## src/rtl/vector_control_sequencer.sv

```systemverilog
// ---------------------------------------------------------------------------
// vector_control_sequencer
//
// Decodes a 5-bit opcode plus 3-bit ALU function into a 19-bit control word.
// Scalar instructions produce one beat. Vector instructions produce
// VLEN/LANES beats that share one control word, each beat tagged with the
// index of its first element. The control word is registered, so a beat
// appears on the outputs the cycle after the instruction is accepted.
//
// Parameters
//   LANES  elements processed per beat (power of two, 1..16)
//   VLEN   elements per vector register (power of two, multiple of LANES)
//   IDX_W  width of elem_idx_o
//
// Ports
//   clk, rst_n     clock, asynchronous active-low reset
//   valid_i        instruction present on OPcode/ALUop
//   OPcode, ALUop  instruction opcode and ALU function field
//   flush_i        drop the running and offered instruction
//   ready_o        instruction taken this cycle when valid_i & ready_o
//   ctrl_valid_o   ctrl_o / elem_idx_o / last_beat_o hold a beat
//   ctrl_o         {JMPSel[1:0], WriteRegister, MemWrite, RegWrite, vcsub,
//                   ALUOp[2:0], SelectorOpB[1:0], SelectorRs2, BranchSel[1:0],
//                   SelectorOpA[1:0], SelWriteData, WriteRegisterVec,
//                   SelectorRs1}
//   elem_idx_o     first element index of the current beat
//   last_beat_o    current beat is the final one of its instruction
//   illegal_o      sticky unknown-opcode flag (trap build only, else 0)
//
// Control table (fields not listed are 0)
//   00000 R-type  WriteRegister RegWrite ALUOp=ALUop SelectorRs2
//   01000 ADDI    WriteRegister RegWrite SelectorOpB=01
//   00010 LW      WriteRegister RegWrite SelectorOpB=01 SelWriteData
//   00011 SW      MemWrite SelectorOpB=01 SelectorRs2
//   00100 BEQ     ALUOp=001 BranchSel=01 SelectorRs2
//   00101 BNE     ALUOp=001 BranchSel=10 SelectorRs2
//   00110 JAL     JMPSel=01 WriteRegister RegWrite SelectorOpA=01
//   00111 JALR    JMPSel=10 WriteRegister RegWrite SelectorOpA=01
//   11000 VALU    RegWrite WriteRegisterVec ALUOp=ALUop vcsub=(ALUop==001)
//                 SelectorOpA=10 SelectorOpB=10 SelectorRs1 SelectorRs2
//   11011 VMUL    RegWrite WriteRegisterVec ALUOp=011
//                 SelectorOpA=10 SelectorOpB=10 SelectorRs1 SelectorRs2
//   11110 VLDH    RegWrite WriteRegisterVec SelWriteData SelectorOpB=01
//                 SelectorRs1
//   11101 VSTB    MemWrite SelectorOpB=01 SelectorRs1 SelectorRs2
//
// Configuration
//   VCS_ILLEGAL_TRAP_EN  defined: an accepted unknown opcode emits no beat
//                        and sets illegal_o until reset or flush.
//                        undefined: an unknown opcode is a one-beat NOP.
// ---------------------------------------------------------------------------
module vector_control_sequencer #(
    parameter int LANES = 4,
    parameter int VLEN  = 16,
    parameter int IDX_W = $clog2(VLEN)
) (
    input  logic             clk,
    input  logic             rst_n,
    input  logic             valid_i,
    input  logic [4:0]       OPcode,
    input  logic [2:0]       ALUop,
    input  logic             flush_i,
    output logic             ready_o,
    output logic             ctrl_valid_o,
    output logic [18:0]      ctrl_o,
    output logic [IDX_W-1:0] elem_idx_o,
    output logic             last_beat_o,
    output logic             illegal_o
);

    typedef enum logic {
        IDLE  = 1'b0,
        VBUSY = 1'b1
    } state_e;

    typedef struct packed {
        logic [1:0] jmp_sel;
        logic       write_register;
        logic       mem_write;
        logic       reg_write;
        logic       vcsub;
        logic [2:0] alu_op;
        logic [1:0] sel_op_b;
        logic       sel_rs2;
        logic [1:0] branch_sel;
        logic [1:0] sel_op_a;
        logic       sel_write_data;
        logic       write_register_vec;
        logic       sel_rs1;
    } ctrl_t;

    localparam bit               MULTI_BEAT = (VLEN / LANES) > 1;
    localparam logic [IDX_W-1:0] LAST_IDX   = IDX_W'(VLEN - LANES);
    localparam logic [IDX_W-1:0] STEP       = IDX_W'(LANES);

    state_e           state_q, state_d;
    ctrl_t            ctrl_q, ctrl_d, dec;
    logic             valid_q, valid_d;
    logic             last_q, last_d;
    logic [IDX_W-1:0] idx_q, idx_d;
    logic             known;
    logic             is_vec;
    logic             trap_hit;

    // ---------------------------------------------------------------------
    // Opcode decode
    // ---------------------------------------------------------------------
    // NOTE: every always_comb output gets a default before the case, so no
    // path can leave it unassigned and infer a latch.
    always_comb begin
        dec    = '0;
        known  = 1'b1;
        is_vec = 1'b0;
        case (OPcode)
            5'b00000: begin
                dec.write_register = 1'b1;
                dec.reg_write      = 1'b1;
                dec.alu_op         = ALUop;
                dec.sel_rs2        = 1'b1;
            end
            5'b01000: begin
                dec.write_register = 1'b1;
                dec.reg_write      = 1'b1;
                dec.sel_op_b       = 2'b01;
            end
            5'b00010: begin
                dec.write_register = 1'b1;
                dec.reg_write      = 1'b1;
                dec.sel_op_b       = 2'b01;
                dec.sel_write_data = 1'b1;
            end
            5'b00011: begin
                dec.mem_write = 1'b1;
                dec.sel_op_b  = 2'b01;
                dec.sel_rs2   = 1'b1;
            end
            5'b00100: begin
                dec.alu_op     = 3'b001;
                dec.branch_sel = 2'b01;
                dec.sel_rs2    = 1'b1;
            end
            5'b00101: begin
                dec.alu_op     = 3'b001;
                dec.branch_sel = 2'b10;
                dec.sel_rs2    = 1'b1;
            end
            5'b00110: begin
                dec.jmp_sel        = 2'b01;
                dec.write_register = 1'b1;
                dec.reg_write      = 1'b1;
                dec.sel_op_a       = 2'b01;
            end
            5'b00111: begin
                dec.jmp_sel        = 2'b10;
                dec.write_register = 1'b1;
                dec.reg_write      = 1'b1;
                dec.sel_op_a       = 2'b01;
            end
            5'b11000: begin
                is_vec                 = 1'b1;
                dec.reg_write          = 1'b1;
                dec.write_register_vec = 1'b1;
                dec.alu_op             = ALUop;
                dec.vcsub              = (ALUop == 3'b001);
                dec.sel_op_a           = 2'b10;
                dec.sel_op_b           = 2'b10;
                dec.sel_rs1            = 1'b1;
                dec.sel_rs2            = 1'b1;
            end
            5'b11011: begin
                is_vec                 = 1'b1;
                dec.reg_write          = 1'b1;
                dec.write_register_vec = 1'b1;
                dec.alu_op             = 3'b011;
                dec.sel_op_a           = 2'b10;
                dec.sel_op_b           = 2'b10;
                dec.sel_rs1            = 1'b1;
                dec.sel_rs2            = 1'b1;
            end
            5'b11110: begin
                is_vec                 = 1'b1;
                dec.reg_write          = 1'b1;
                dec.write_register_vec = 1'b1;
                dec.sel_write_data     = 1'b1;
                dec.sel_op_b           = 2'b01;
                dec.sel_rs1            = 1'b1;
            end
            5'b11101: begin
                is_vec        = 1'b1;
                dec.mem_write = 1'b1;
                dec.sel_op_b  = 2'b01;
                dec.sel_rs1   = 1'b1;
                dec.sel_rs2   = 1'b1;
            end
            default: known = 1'b0;
        endcase
    end

    // Ready only in IDLE: the last beat of a vector already returns the
    // state to IDLE, which gives back-to-back issue without a bubble.
    assign ready_o = rst_n && (state_q == IDLE) && !flush_i;

    // ---------------------------------------------------------------------
    // Unknown-opcode handling
    // ---------------------------------------------------------------------
`ifdef VCS_ILLEGAL_TRAP_EN
    logic illegal_q, illegal_d;

    assign trap_hit  = !known;
    assign illegal_o = illegal_q;

    always_comb begin
        illegal_d = illegal_q;
        if (flush_i) begin
            illegal_d = 1'b0;
        end else if (valid_i && ready_o && trap_hit) begin
            illegal_d = 1'b1;
        end
    end

    always_ff @(posedge clk or negedge rst_n) begin
        if (!rst_n) begin
            illegal_q <= 1'b0;
        end else begin
            illegal_q <= illegal_d;
        end
    end
`else
    assign trap_hit  = 1'b0;
    assign illegal_o = 1'b0;
`endif

    // ---------------------------------------------------------------------
    // Beat sequencer
    // ---------------------------------------------------------------------
    always_comb begin
        state_d = state_q;
        ctrl_d  = '0;
        valid_d = 1'b0;
        idx_d   = '0;
        last_d  = 1'b0;
        if (flush_i) begin
            state_d = IDLE;
        end else begin
            case (state_q)
                IDLE: begin
                    if (valid_i && !trap_hit) begin
                        valid_d = 1'b1;
                        // An unknown opcode is a NOP: all-zero word.
                        ctrl_d  = known ? dec : ctrl_t'('0);
                        if (is_vec && MULTI_BEAT) begin
                            state_d = VBUSY;
                        end else begin
                            last_d = 1'b1;
                        end
                    end
                end
                VBUSY: begin
                    valid_d = 1'b1;
                    ctrl_d  = ctrl_q;
                    idx_d   = idx_q + STEP;
                    if (idx_d == LAST_IDX) begin
                        last_d  = 1'b1;
                        state_d = IDLE;
                    end
                end
                default: state_d = IDLE;
            endcase
        end
    end

    // NOTE: state registers use non-blocking assignments so every flop
    // samples the pre-edge values regardless of statement order.
    always_ff @(posedge clk or negedge rst_n) begin
        if (!rst_n) begin
            state_q <= IDLE;
            ctrl_q  <= '0;
            valid_q <= 1'b0;
            idx_q   <= '0;
            last_q  <= 1'b0;
        end else begin
            state_q <= state_d;
            ctrl_q  <= ctrl_d;
            valid_q <= valid_d;
            idx_q   <= idx_d;
            last_q  <= last_d;
        end
    end

    assign ctrl_valid_o = valid_q;
    assign ctrl_o       = ctrl_q;
    assign elem_idx_o   = idx_q;
    assign last_beat_o  = last_q;

endmodule

```

## config.mk

```make
export PLATFORM = sky130hd
export DESIGN_NAME = vector_control_sequencer
export DESIGN_NICKNAME = d
export VERILOG_FILES = /design/src/rtl/vector_control_sequencer.sv
export SDC_FILE = /design/constraint.sdc
export NUM_CORES = 1
export LEC_CHECK = 0
export ABC_AREA = 1
export BUFFER_PORTS_ARGS = -buffer_cell sky130_fd_sc_hd__buf_2
export CORE_AREA = 5 5 59 61
export CTS_CLUSTER_DIAMETER = 100
export DETAILED_ROUTE_END_ITERATION = 8
export DIE_AREA = 0 0 64 66
export PLACE_DENSITY = 0.72
export REMOVE_ABC_BUFFERS = 1
export SLEW_MARGIN = 20
export SYNTH_ARGS = -nofsm -noshare
export SYNTH_HDL_FRONTEND = slang
export SYNTH_SLANG_ARGS = --single-unit
```

## constraint.sdc

```tcl
create_clock -name clk -period 1.1 [get_ports clk]
set_clock_uncertainty 0.05 [all_clocks]
set_input_delay 0.22 -clock clk [delete_from_list [all_inputs] [get_ports clk]]
set_output_delay 0.22 -clock clk [all_outputs]
set_load 0.02 [all_outputs]
```

# Word-level counts from Yosys, hierarchy flattened
# Cells that the tools add are included.
totals:
  reg_bits: 26
  inputBits: 12
  out_inout_bits: 27
op_classes:
  n_addsub: 1
  n_eq_ne: 14
  mux: 33
  n_bitwise: 1
  n_reduce_logical: 17
op_table:
  columns: ["operator", "n"]
  rows:
  - ["two-way mux 19 bit", 4]
  - ["equality test 5 x 3 -> 1 bit (second input constant)", 4]
  - ["equality test 5 bit (second input constant)", 4]
  - ["two-way mux 1 bit", 19]
  - ["one-hot mux 2 bit (2 select lines)", 4]
  - ["OR reduction 12 bit", 1]
  - ["OR reduction 2 bit", 6]
  - ["equality test 5 x 2 -> 1 bit (second input constant)", 2]
  - ["OR reduction 5 bit", 2]
  - ["one-hot mux 3 bit (3 select lines)", 1]
  - ["two-way mux 4 bit", 2]
  - ["OR reduction 8 bit", 1]
  - ["OR reduction 7 bit", 1]
  - ["one-hot mux 1 bit (2 select lines)", 3]
  - ["equality test 5 x 4 -> 1 bit (second input constant)", 1]
  - ["zero test 5 bit", 1]
  - ["adder 4 x 3 -> 4 bit (second input constant)", 1]
  - ["equality test 4 bit (second input constant)", 1]
  - ["OR reduction 4 bit", 1]
  - ["equality test 3 x 1 -> 1 bit (second input constant)", 1]
  - ["OR reduction 3 bit", 1]
  - ["logical AND 1 bit", 2]
  - ["inequality test 2 bit (second input constant)", 1]
  - ["zero test 1 bit", 1]
  - ["inverter 1 bit", 1]

# Logic depth before layout (Yosys ltp)
depth:
  word_depth: 7
  mapped_depth: 8
  mapped_depth_nobuf: 8

# Worst setup path after synthesis
# OpenSTA, ideal clock, no wires.
synth_path:
  path_kind: "register to register"
  from: "register state_q"
  to: "register ctrl_q (netlist bit ctrl_o[1])"
  arrival_time_ns: 1.007
  setup_slack_ns: -0.037
  stages_incl_launch_ff: 5
  n_path_buf: 1
  path_cell_list: "dfrtp_1 -> nor3_4 -> buf_2 -> nand2_1 -> o211ai_2"
synth_between:
  elab_chain_cells: 1
synth_rtl:
  columns: ["item", "line", "text"]
  rows:
  - ["start, declared", "96", "state_e state_q, state_d;"]
  - ["start signal, assigned", "282", "state_q <= state_d;"]
  - ["inequality test 2 bit (no line)", null, null]
  - ["end signal, assigned", "283", "ctrl_q <= ctrl_d;"]
  - ["end, declared", "97", "ctrl_t ctrl_q, ctrl_d, dec;"]
# Every way passes these cells.
# A chain may end at the register's enable or synchronous reset.

# Final worst setup path
layout_path:
  from: "register state_q"
  to: "output ready_o"
layout_between:
  elab_chain_cells: 3
layout_rtl:
  columns: ["item", "line", "text"]
  rows:
  - ["inverter 1 bit", null, null]
  - ["logical AND 1 bit (2 in series)", "201", "assign ready_o = rst_n && (state_q == IDLE) && !flush_i;"]
  - ["end, declared", "63", "output logic ready_o,"]
# Every way passes these cells.

==> impl_metrics.json <==
{
  "status": "finished with violations",
  "violations": "negative setup slack",
  "clock-sinks": 24,
  "ys_top_cells_by_count": "nand2_1, dfrtp_1, nor2_1",
  "layout.nets": 231,
  "dieArea_sq_um": 4220,
  "critPathKind": "reg2out",
  "r2r_start": "state_q",
  "viasPerCell": 4.75,
  "dp_hpwl_um": 2110,
  "end_kind": "primary output",
  "drt_iter0_markers": 36,
  "use_met3": 0.0306,
  "worst_slack_ps": -230,
  "whs_path_depth": 2,
  "ctsLongestPathBuffers": 2,
  "ff2ff_setup_slack_ps": -180,
  "dp_slack_ps": -156,
  "fin_setup_tns_ps": -4080,
  "h-tree-depth": 1,
  "hold_viol": 0,
  "cp_data_arrival_time_ps": 1060,
  "synth_edf_count": 0,
  "period_share": 1.21,
  "dieWidth_um": 64,
  "grt-ovfl-total": 0,
  "syn_area_sq_um": 1220,
  "total_power_mw": 1.71,
  "areaGrowthSynthToFinish_pct": 55.5,
  "fin_hold_ws_ps": 60.2,
  "netlist_top_cells_area": "dfrtp_1, nand2_1, nand3_1, nor2_1, inv_1",
  "vias": 1183,
  "cts_root_buffer": "clkbuf_4",
  "synth_flop_cell": "dfrtp_1",
  "drv_cap": 0,
  "worstReg2RegEnd": "state_q",
  "p_leak_nw": 1.12,
  "insertedDiodeCount": 0,
  "min_to": "ctrl_valid_o",
  "path_cells": "inv_2, nand2_1, nor2_1, buf_4",
  "routedWlPerCell_um": 12.7,
  "start_util": 0.418,
  "place_congestion": 0.894,
  "power.density_nw_per_um2": 899,
  "die_y_um": 66,
  "yosys.cell_count.top_type": "nand2_1",
  "drc": 0,
  "wl_um": 3170,
  "reg2regPathDepth": 6,
  "synthArstFlopShare": 1.00,
  "synth_seq_cells": 24,
  "slew_violations": 0,
  "hp-class": "in2reg",
  "track_usage": 0.157,
  "ant_nets": 0,
  "fmax_mhz": 752,
  "syn_inst": 149,
  "setup_viol_count_final": 47,
  "clk_pin_slew_ps": 130,
  "synth.distinct_cells": 27,
  "coreArea_sq_um": 2930,
  "cts_buffers": 3,
  "antenna_found_initial": 0,
  "row_count": 20,
  "max_stage_delay_ps": 410,
  "clock_latency_ps": 320,
  "grt_most_used_layer": "met2",
  "use_met1": 0.206,
  "firstDrtPassIters": 4,
  "cts_tree": "yes",
  "pin_count": 39,
  "yosysTopAreaCellShare": 0.491,
  "rsz0062_at_grt": "true",
  "finalCriticalPeriod_ps": 1330,
  "min_from": "flush_i",
  "grt_max_degree": 25,
  "path_delay_family": "flip-flops",
  "met2_usage": 0.261,
  "synth_top_cell_by_area": "dfrtp_1",
  "cp_max_fo": 2,
  "yosysSeqAreaShare": 0.491,
  "worst-path-buf-inv": 2,
  "port_buffers": 35,
  "ir_worst_vdd_uv": 638,
  "slowest_stage": "dfrtp_1",
  "worst-endpoint-required_ps": 830,
  "critPathLaunchType": "flop",
  "final_util": 0.650,
  "grt_pass1_wl_um": 5310,
  "grt_pass1_vias": 1178,
  "drive_gt1_frac": 0.463,
  "synth_area_per_cell_sq_um": 8.21,
  "yosysWarnings": 0
}
==> how the worst max path moves through the flow <==
stage / start / end / slack [ps] / cells after the start
after global placement: state_q / ctrl_o[13] / -90 / 4
final: state_q / ready_o / -230 / 4
after detailed placement: state_q / ctrl_o[13] / -160 / 4
after CTS: state_q / ready_o / -240 / 4
after global routing: state_q / ready_o / -290 / 4
after floorplan: state_q / ctrl_o[6] / -120 / 3
==> stage by stage <==
stage / instances / cell area [sq um]
floorplan: 145 / 1180
global placement: 226 / 1490
detailed placement: 226 / 1490
CTS: 244 / 1830
global route: 249 / 1900
finish: 249 / 1900
==> layout make-up <==
cell class	instances	area, sq um
timing repair buffer	64	557
inverter	14	60.1
fill	251	1020
tap	33	41.3
sequential	24	601
timing repair inverter	3	21.3
clock buffer	4	36.3
multi-input combinational	107	587
==> where the power goes <==
part / internal [mW] / switching (mW)
Combinational: 0.136 / 0.181
Clock: 0.202 / 0.279
Sequential: 0.900 / 0.0118
==> state kept, by name (all words and copies together) (netlist names) <==
signal,cells
state_q,1
last_beat_o,1
ctrl_o,19
ctrl_valid_o,1
elem_idx_o,2
==> cells by family after synthesis <==
kind of cell | synth area share
AOI/OAI and AO/OA | 0.0624
other | 0.00306
and+or+nand+nor | 0.334
adders and majority gates | 0.0204
DFF | 0.491
buffers and inverters | 0.0889
==> worst reg2reg max path, cell delays in order (launching register included) <==
cell	delay, ps
dfrtp_1	410
buf_4	140
nor3_4	250
buf_6	150
buf_4	100
o21ai_2	50
o21ai_1	60
==> metal layers <==
metal / vias to the layer above / wire length (um)
met5: - / 0
met4: 0 / 12
met3: 2 / 166
met2: 34 / 1580
met1: 551 / 1410
li1: 596 / -
==> cell usage in the layout, fill, tap and decap left out, drive strengths merged, types with 2 or more instances in the layout <==
cell and n:
buf 63, clkbuf 4, conb 3, dfrtp 24
ha 2, inv 16, nand2 59, nand3 11
nand4 4, nor2 14, o211ai 2, o21ai 7
==> what timing repair did <==
action	4_1_cts	5_1_grt
hold buffers	1	0
buffers inserted	10	5
resized for setup	67	12
setup endpoints to repair	45	47
pin swaps	5	4
hold endpoints to repair	24	0
cloned	3	1
Note: power is estimated with default switching activity, not from simulation.
